--- src/rtl/pwm_timer_bank.sv ---
// Multi-channel PWM generator: one shared prescaler and period counter, per-channel
// compare/polarity, with all configuration shadowed and reloaded only at period boundaries.
module pwm_timer_bank #(
    parameter int unsigned WIDTH    = 16,
    parameter int unsigned CHANNELS = 4
) (
    input  logic                      CLK,
    input  logic                      RST,
    input  logic                      Enable,
    input  logic                      Mode,
    input  logic [WIDTH-1:0]          Prescaler,
    input  logic [WIDTH-1:0]          Period,
    input  logic [CHANNELS*WIDTH-1:0] Duty,
    input  logic [CHANNELS-1:0]       Polarity,
    output logic [CHANNELS-1:0]       PwmOut,
    output logic                      PeriodEnd,
    output logic [WIDTH-1:0]          Count
);

    typedef enum logic {
        DIR_UP,
        DIR_DOWN
    } dir_t;

    logic [WIDTH-1:0]                 pcnt, pcnt_n;
    logic [WIDTH-1:0]                 cnt, cnt_n;
    dir_t                             dir, dir_n;
    logic                             mode_s;
    logic [WIDTH-1:0]                 per_s;
    logic [WIDTH-1:0]                 pre_s;
    logic [CHANNELS-1:0][WIDTH-1:0]   duty_s;
    logic [CHANNELS-1:0]              pol_s;
    logic [CHANNELS-1:0]              pwm_n;
    logic                             pe_n;
    logic                             tick;
    logic                             boundary;
    logic                             load;

    always_comb begin
        tick     = (pcnt == pre_s);
        pcnt_n   = pcnt;
        cnt_n    = cnt;
        dir_n    = dir;
        boundary = 1'b0;
        load     = 1'b0;
        pwm_n    = pol_s;
        pe_n     = 1'b0;

        if (!Enable) begin
            pcnt_n = '0;
            cnt_n  = '0;
            dir_n  = DIR_UP;
            load   = 1'b1;
        end else begin
            pcnt_n = tick ? '0 : pcnt + WIDTH'(1);
            if (tick) begin
                if (per_s == '0) begin
                    boundary = 1'b1;
                end else if (!mode_s) begin
                    if (cnt >= per_s) boundary = 1'b1;
                    else              cnt_n    = cnt + WIDTH'(1);
                end else if (dir == DIR_UP) begin
                    cnt_n = cnt + WIDTH'(1);
                    if (cnt_n == per_s) dir_n = DIR_DOWN;
                end else begin
                    cnt_n = cnt - WIDTH'(1);
                    if (cnt_n == '0) boundary = 1'b1;
                end
            end
            // A boundary restarts the period from zero counting up, so a mode switch starts clean.
            if (boundary) begin
                cnt_n = '0;
                dir_n = DIR_UP;
                load  = 1'b1;
            end
            for (int unsigned i = 0; i < CHANNELS; i++) begin
                pwm_n[i] = (cnt < duty_s[i]) ^ pol_s[i];
            end
            pe_n = boundary;
        end
    end

    always_ff @(posedge CLK) begin
        if (RST) begin
            pcnt      <= '0;
            cnt       <= '0;
            dir       <= DIR_UP;
            mode_s    <= 1'b0;
            per_s     <= '0;
            pre_s     <= '0;
            duty_s    <= '0;
            pol_s     <= '0;
            PwmOut    <= '0;
            PeriodEnd <= 1'b0;
        end else begin
            pcnt      <= pcnt_n;
            cnt       <= cnt_n;
            dir       <= dir_n;
            PwmOut    <= pwm_n;
            PeriodEnd <= pe_n;
            if (load) begin
                mode_s <= Mode;
                per_s  <= Period;
                pre_s  <= Prescaler;
                duty_s <= Duty;
                pol_s  <= Polarity;
            end
        end
    end

    assign Count = cnt;

endmodule

--- config.mk ---
export PLATFORM = sky130hd
export DESIGN_NAME = pwm_timer_bank
export DESIGN_NICKNAME = d
export VERILOG_FILES = /design/src/rtl/pwm_timer_bank.sv
export SDC_FILE = /design/constraint.sdc
export NUM_CORES = 1
export LEC_CHECK = 0
export CAP_MARGIN = 20
export CORE_UTILIZATION = 55
export CTS_BUF_LIST = sky130_fd_sc_hd__clkbuf_4
export DETAILED_ROUTE_END_ITERATION = 6
export PLACE_DENSITY_LB_ADDON = 0.1
export SLEW_MARGIN = 20
export SYNTH_ARGS = -nofsm -noshare
export SYNTH_HDL_FRONTEND = slang
export SYNTH_SLANG_ARGS = --single-unit
--- constraint.sdc ---
create_clock -name CLK -period 5.8 [get_ports CLK]
set_input_delay 0.58 -clock CLK [delete_from_list [all_inputs] [get_ports CLK]]
set_output_delay 0.58 -clock CLK [all_outputs]
set_load 0.01 [all_outputs]
Word-level counts from Yosys, hierarchy flattened --
Index checks and enable logic that the tools add are counted.
Storage, ports and cells: register bits 139, input port bits 104, output and inout bits 21
Operators by class: add/sub/neg operators 3, $lt $le $gt $ge 5, equality and inequality tests 3, multiplexer cells 15, bitwise logic cells 6, reductions and logical operators 7
Operators with widths (number):
- $lt A16 B16 Y1 | 4
- $mux W16 | 3
- $add A16 B1 Y16 const B | 2
- $eq A16 B16 Y1 | 2
- $logic_not A16 Y1 | 2
- $ge A16 B16 Y1 | 1
- $sub A16 B1 Y16 const B | 1
- $mux W1 | 11
- $reduce_and A3 Y1 | 2
- $reduce_or A3 Y1 | 2
- $mux W4 | 1
- $xor A1 B1 Y1 | 4
- $ne A2 B2 Y1 const B | 1
- $not A1 Y1 | 2
- $reduce_or A2 Y1 | 1

Longest topological paths before layout --
depth after elaboration 10, gate-level depth with buffers 14

Worst setup path before layout --
OpenSTA, ideal clock, no wires.
path kind flip-flop to flip-flop, start point register cnt[0] (netlist: Count[0]), end point register pol_s[0], arrival time 2.746 ns, setup slack 2.982 ns, cell stages (with the launch flop) 14, buffers on the path 4, path through dfxtp_1 > clkbuf_1 > inv_1 > ha_1 > nand2b_1 > a2111o_1 > a31oi_1 > o211ai_1 > nand3_1 > and3_1 > clkbuf_1 > buf_6 > buf_6 > mux2i_1
Between the ends: cells in the longest elaborated chain, start to end 10, elaborated cells on any way between the ends 12, those cells by class add/sub: 1; order compare: 1; mux: 9; reduce/logical: 1
RTL lines:
- from (decl) | line 26 | logic [WIDTH-1:0] cnt, cnt_n;
- from (signal assigned) | line 97 | cnt <= cnt_n;
- $sub A16 B1 Y16 | line 66 | cnt_n = cnt - WIDTH'(1);
- $logic_not A16 Y1 | line 67 | if (cnt_n == '0) boundary = 1'b1;
- $mux W1 | line 67
- $mux W1 | line 62 | end else if (dir == DIR_UP) begin
- $mux W1 * | line 59 | end else if (!mode_s) begin
- $mux W1 * | line 57 | if (per_s == '0) begin
- $mux W1 * | line 56 | if (tick) begin
- $mux W1 * | line 49 | if (!Enable) begin
- $mux W1 * | line 71 | if (boundary) begin
- $mux W1 * | line 49
- to (signal assigned) | line 106 | pol_s <= Polarity;
- to (decl) | line 32 | logic [CHANNELS-1:0] pol_s;
Every way passes the cells marked *; elsewhere a longest branch is shown, timed or not. The select of a mux whose other input is x is not followed. A chain may end at the register's enable or synchronous reset.

Worst setup path after layout --
start point register cnt[0] (netlist: Count[0]), end point register duty_s[12] in the netlist's numbering
Between the ends: cells in the longest elaborated chain, start to end 10, elaborated cells on any way between the ends 12, those cells by class add/sub: 1; order compare: 1; mux: 9; reduce/logical: 1
RTL lines:
- $sub A16 B1 Y16 | line 66
- $logic_not A16 Y1 | line 67
- $mux W1 | line 67
- $mux W1 | line 62
- $mux W1 * | line 59
- $mux W1 * | line 57
- $mux W1 * | line 56
- $mux W1 * | line 49
- $mux W1 * | line 71
- $mux W1 * | line 49
- to (signal assigned) | line 105 | duty_s <= Duty;
- to (decl) | line 31 | logic [CHANNELS-1:0][WIDTH-1:0] duty_s;
Marked as above.

==> flow_metrics.py <==
metrics = {
    "run_status": {
        "status": "finished, final reports clean",
    },
    "clock_tree": {
        "cts_buffers": 17,
        "clock_path_buffers": 2,
        "clk_latency_ns": 0.60,
        "htreeDepth": 4,
        "cts_resized": 0,
        "cts_tree": "built",
        "post-cts-setup-buffer-count": 0,
        "numClockSinks": 139,
        "root_buffer": "clkbuf_4",
        "cts.clk_slew.worst_paths_ns": 0.14,
        "cts_hold_buf": 0,
    },
    "global_routing": {
        "grt_pass1_vias": 7367,
        "grt_max_degree": 124,
        "grt_overflow": 0,
        "grt.total_usage_pct": 26.7,
        "antenna_found_initial": 1,
        "grt_pass1_wl_um": 36900,
    },
    "floorplan": {
        "die_x_um": 131,
        "die_y_um": 131,
        "ios": 125,
        "die_area_sq_mm": 0.0173,
        "rows": 46,
        "fp.coreArea_sq_mm": 0.0161,
        "initial_utilization_pct": 57.1,
    },
    "finish": {
        "fin_util_pct": 67.5,
        "fillCellCount": 1343,
        "final-seq-area_sq_mm": 0.00278,
        "final_cell_mix": "214 x nand2b_1, 139 x dfxtp_1, 123 x clkdlybuf4s50_1",
        "syn2layout_area_growth_pct": 18.1,
        "layout_commonest_cell": "nand2b_1",
        "final_area_sq_mm": 0.0109,
        "nets": 1349,
        "multiInputGateArea_sq_mm": 0.00583,
        "layout-drive-gt1-share_pct": 4.50,
    },
    "critical_path": {
        "cp.required_ns": 6.32,
        "r2r_setup_slack_ns": 1.60,
        "crit_path_end_kind": "register",
        "worstRegToRegCells": 10,
        "reg2reg_to": "duty_s[12]",
        "cp_max_fo": 59,
        "cp-start-kind": "register",
        "arrival_ns": 4.73,
        "path_class": "reg -> reg",
        "r2r_start": "Count[0]",
    },
    "timing": {
        "rsz0062_at_grt": "no",
        "clock.fmax_mhz": 238,
        "max_slew_margin_pct": 28.1,
        "finalSetupTns_ns": 0,
        "worstMarginPinSlew_ns": 1.08,
        "fin_skew_ns": 0.0234,
        "hold_violations": 0,
        "finalSetupViolations": 0,
        "post-route-period-util_pct": 72.5,
        "maxSlewViolCount": 0,
        "setup_ws_ns": 1.60,
        "period_needed_ns": 4.20,
    },
    "place": {
        "port_buffers": 124,
        "pre_cts_ws_ns": 1.63,
        "dpl.hpwl_um": 15700,
        "gp_congestion": 0.907,
        "dpl_cell_area_sq_mm": 0.0105,
    },
    "route": {
        "ant_nets": 0,
        "routed_via_density": 5.44,
        "num_vias": 7593,
        "wl_met3_um": 1170,
        "wl_met1_um": 10700,
        "drc": 0,
        "wire_per_inst_um": 16.2,
        "finalWirelength_um": 22600,
        "top_layer_used": "met4",
        "drt_iter0_drc": 538,
        "dr_wl_met2_um": 10300,
        "first_pass_iters": 5,
    },
    "yosys": {
        "netlist-cell-type-count": 50,
        "async_flop_share_pct": 0,
        "synthFlopType": "dfxtp_1",
        "synth_edf_count": 0,
        "syn_area_per_cell_sq_um": 8.64,
        "syn_inst": 1065,
        "netlist_area_sq_mm": 0.00921,
        "synth-seq-area-share_pct": 30.2,
        "syn_nets": 1249,
        "ys_ff_latch": 139,
        "yosys_warnings": 0,
    },
    "power_and_ir_drop": {
        "powerDensity_mw_per_mm2": 201,
        "peakVddDrop_mv": 0.154,
        "leakagePower_nw": 4.43,
        "total_power_mw": 2.18,
    },
    "hold_path": {
        "worstHoldStart": "duty_s[2]",
        "hold_end": "duty_s[2]",
        "min_path_type": "reg -> reg",
        "min_path_cells": 2,
    },
    "run": {
        "cap_violations": 0,
    },
}
synth_stat cells (11+ instances only):
cell,n,area share (%)
a21o_1,17,1.4
o21ai_0,16,0.87
nor4_1,12,0.82
xor2_1,15,1.4
a21oi_1,30,1.6
buf_6,11,1.3
mux2i_1,105,11
nand3_1,31,1.7
clkbuf_1,40,1.6
nand2_1,37,1.5
inv_1,81,3.3
nand2b_1,214,15
xnor2_1,56,5.3
ha_1,80,11
dfxtp_1,139,30
nand4_1,25,1.7
nor2_1,59,2.4
where the power goes:
part	internal, mW	leakage (nW)	switching (mW)
Combinational	0.194	3.10	0.161
Clock	0.360	0.187	0.427
Sequential	1.01	1.14	0.0377
Total	1.56	4.43	0.625
stage by stage:
step	hold WS [ns]	instances
after global placement	0.461	1362
after CTS	0.487	1394
after detailed placement	0.466	1362
after global routing	0.501	1395
after floorplan	0.452	1065
final	0.486	1395
worst max path at each step:
stage                  start          to  slack (ns)  cells after the start
floorplan           Count[0]    pol_s[0]        2.98                     13
global placement    Count[0]   duty_s[6]        1.77                     10
detailed placement  Count[0]   pre_s[12]        1.63                     10
CTS                 Count[0]    per_s[5]        1.62                     10
global route        Count[0]    pre_s[6]        1.31                     10
finish              Count[0]  duty_s[12]        1.60                     10
cell families after synthesis:
| group | after synthesis | synth area share, % |
|---|---|---|
| AND/OR/NAND/NOR | 429 | 26.7 |
| flip-flops | 139 | 30.2 |
| buffers and inverters | 136 | 6.51 |
| AO/OA/AOI/OAI | 105 | 7.53 |
| multiplexers | 105 | 11.4 |
| adder cells (fa/ha/maj) | 80 | 10.9 |
| XOR/XNOR | 71 | 6.76 |
worst max-delay path, stage by stage (launching register included):
cell and delay [ns]:
dfxtp_1 0.69, inv_1 0.16, ha_1 0.33, nand2b_1 0.14, a2111o_1 0.39, a31oi_1 0.22
o211ai_1 0.11, nand3_1 0.14, and3_4 0.90, buf_4 0.73, mux2i_1 0.27
metal layers:
layer | vias to the layer above | global-route usage (%)
met2 | 223 | 42.7
met1 | 3521 | 35.9
met5 | - | 0
li1 | 3809 | -
met4 | 0 | 8.72
met3 | 40 | 5.29
layout make-up:
type | count | share of cell area (%)
multi-input combinational | 790 | 53.6
antenna | 1 | 0.0230
clock buffer | 17 | 1.17
tap | 216 | 2.49
sequential | 139 | 25.6
timing repair buffer | 136 | 12.2
inverter | 81 | 2.80
clock inverter | 15 | 2.09
registers in the layout, indices dropped and copies added, names as in the netlist:
register and cells:
Count 16, PeriodEnd 1, PwmOut 4, dir 1, duty_s 64, mode_s 1, pcnt 16, per_s 16
pol_s 4, pre_s 16
Note: power is estimated with default switching activity, not from simulation.
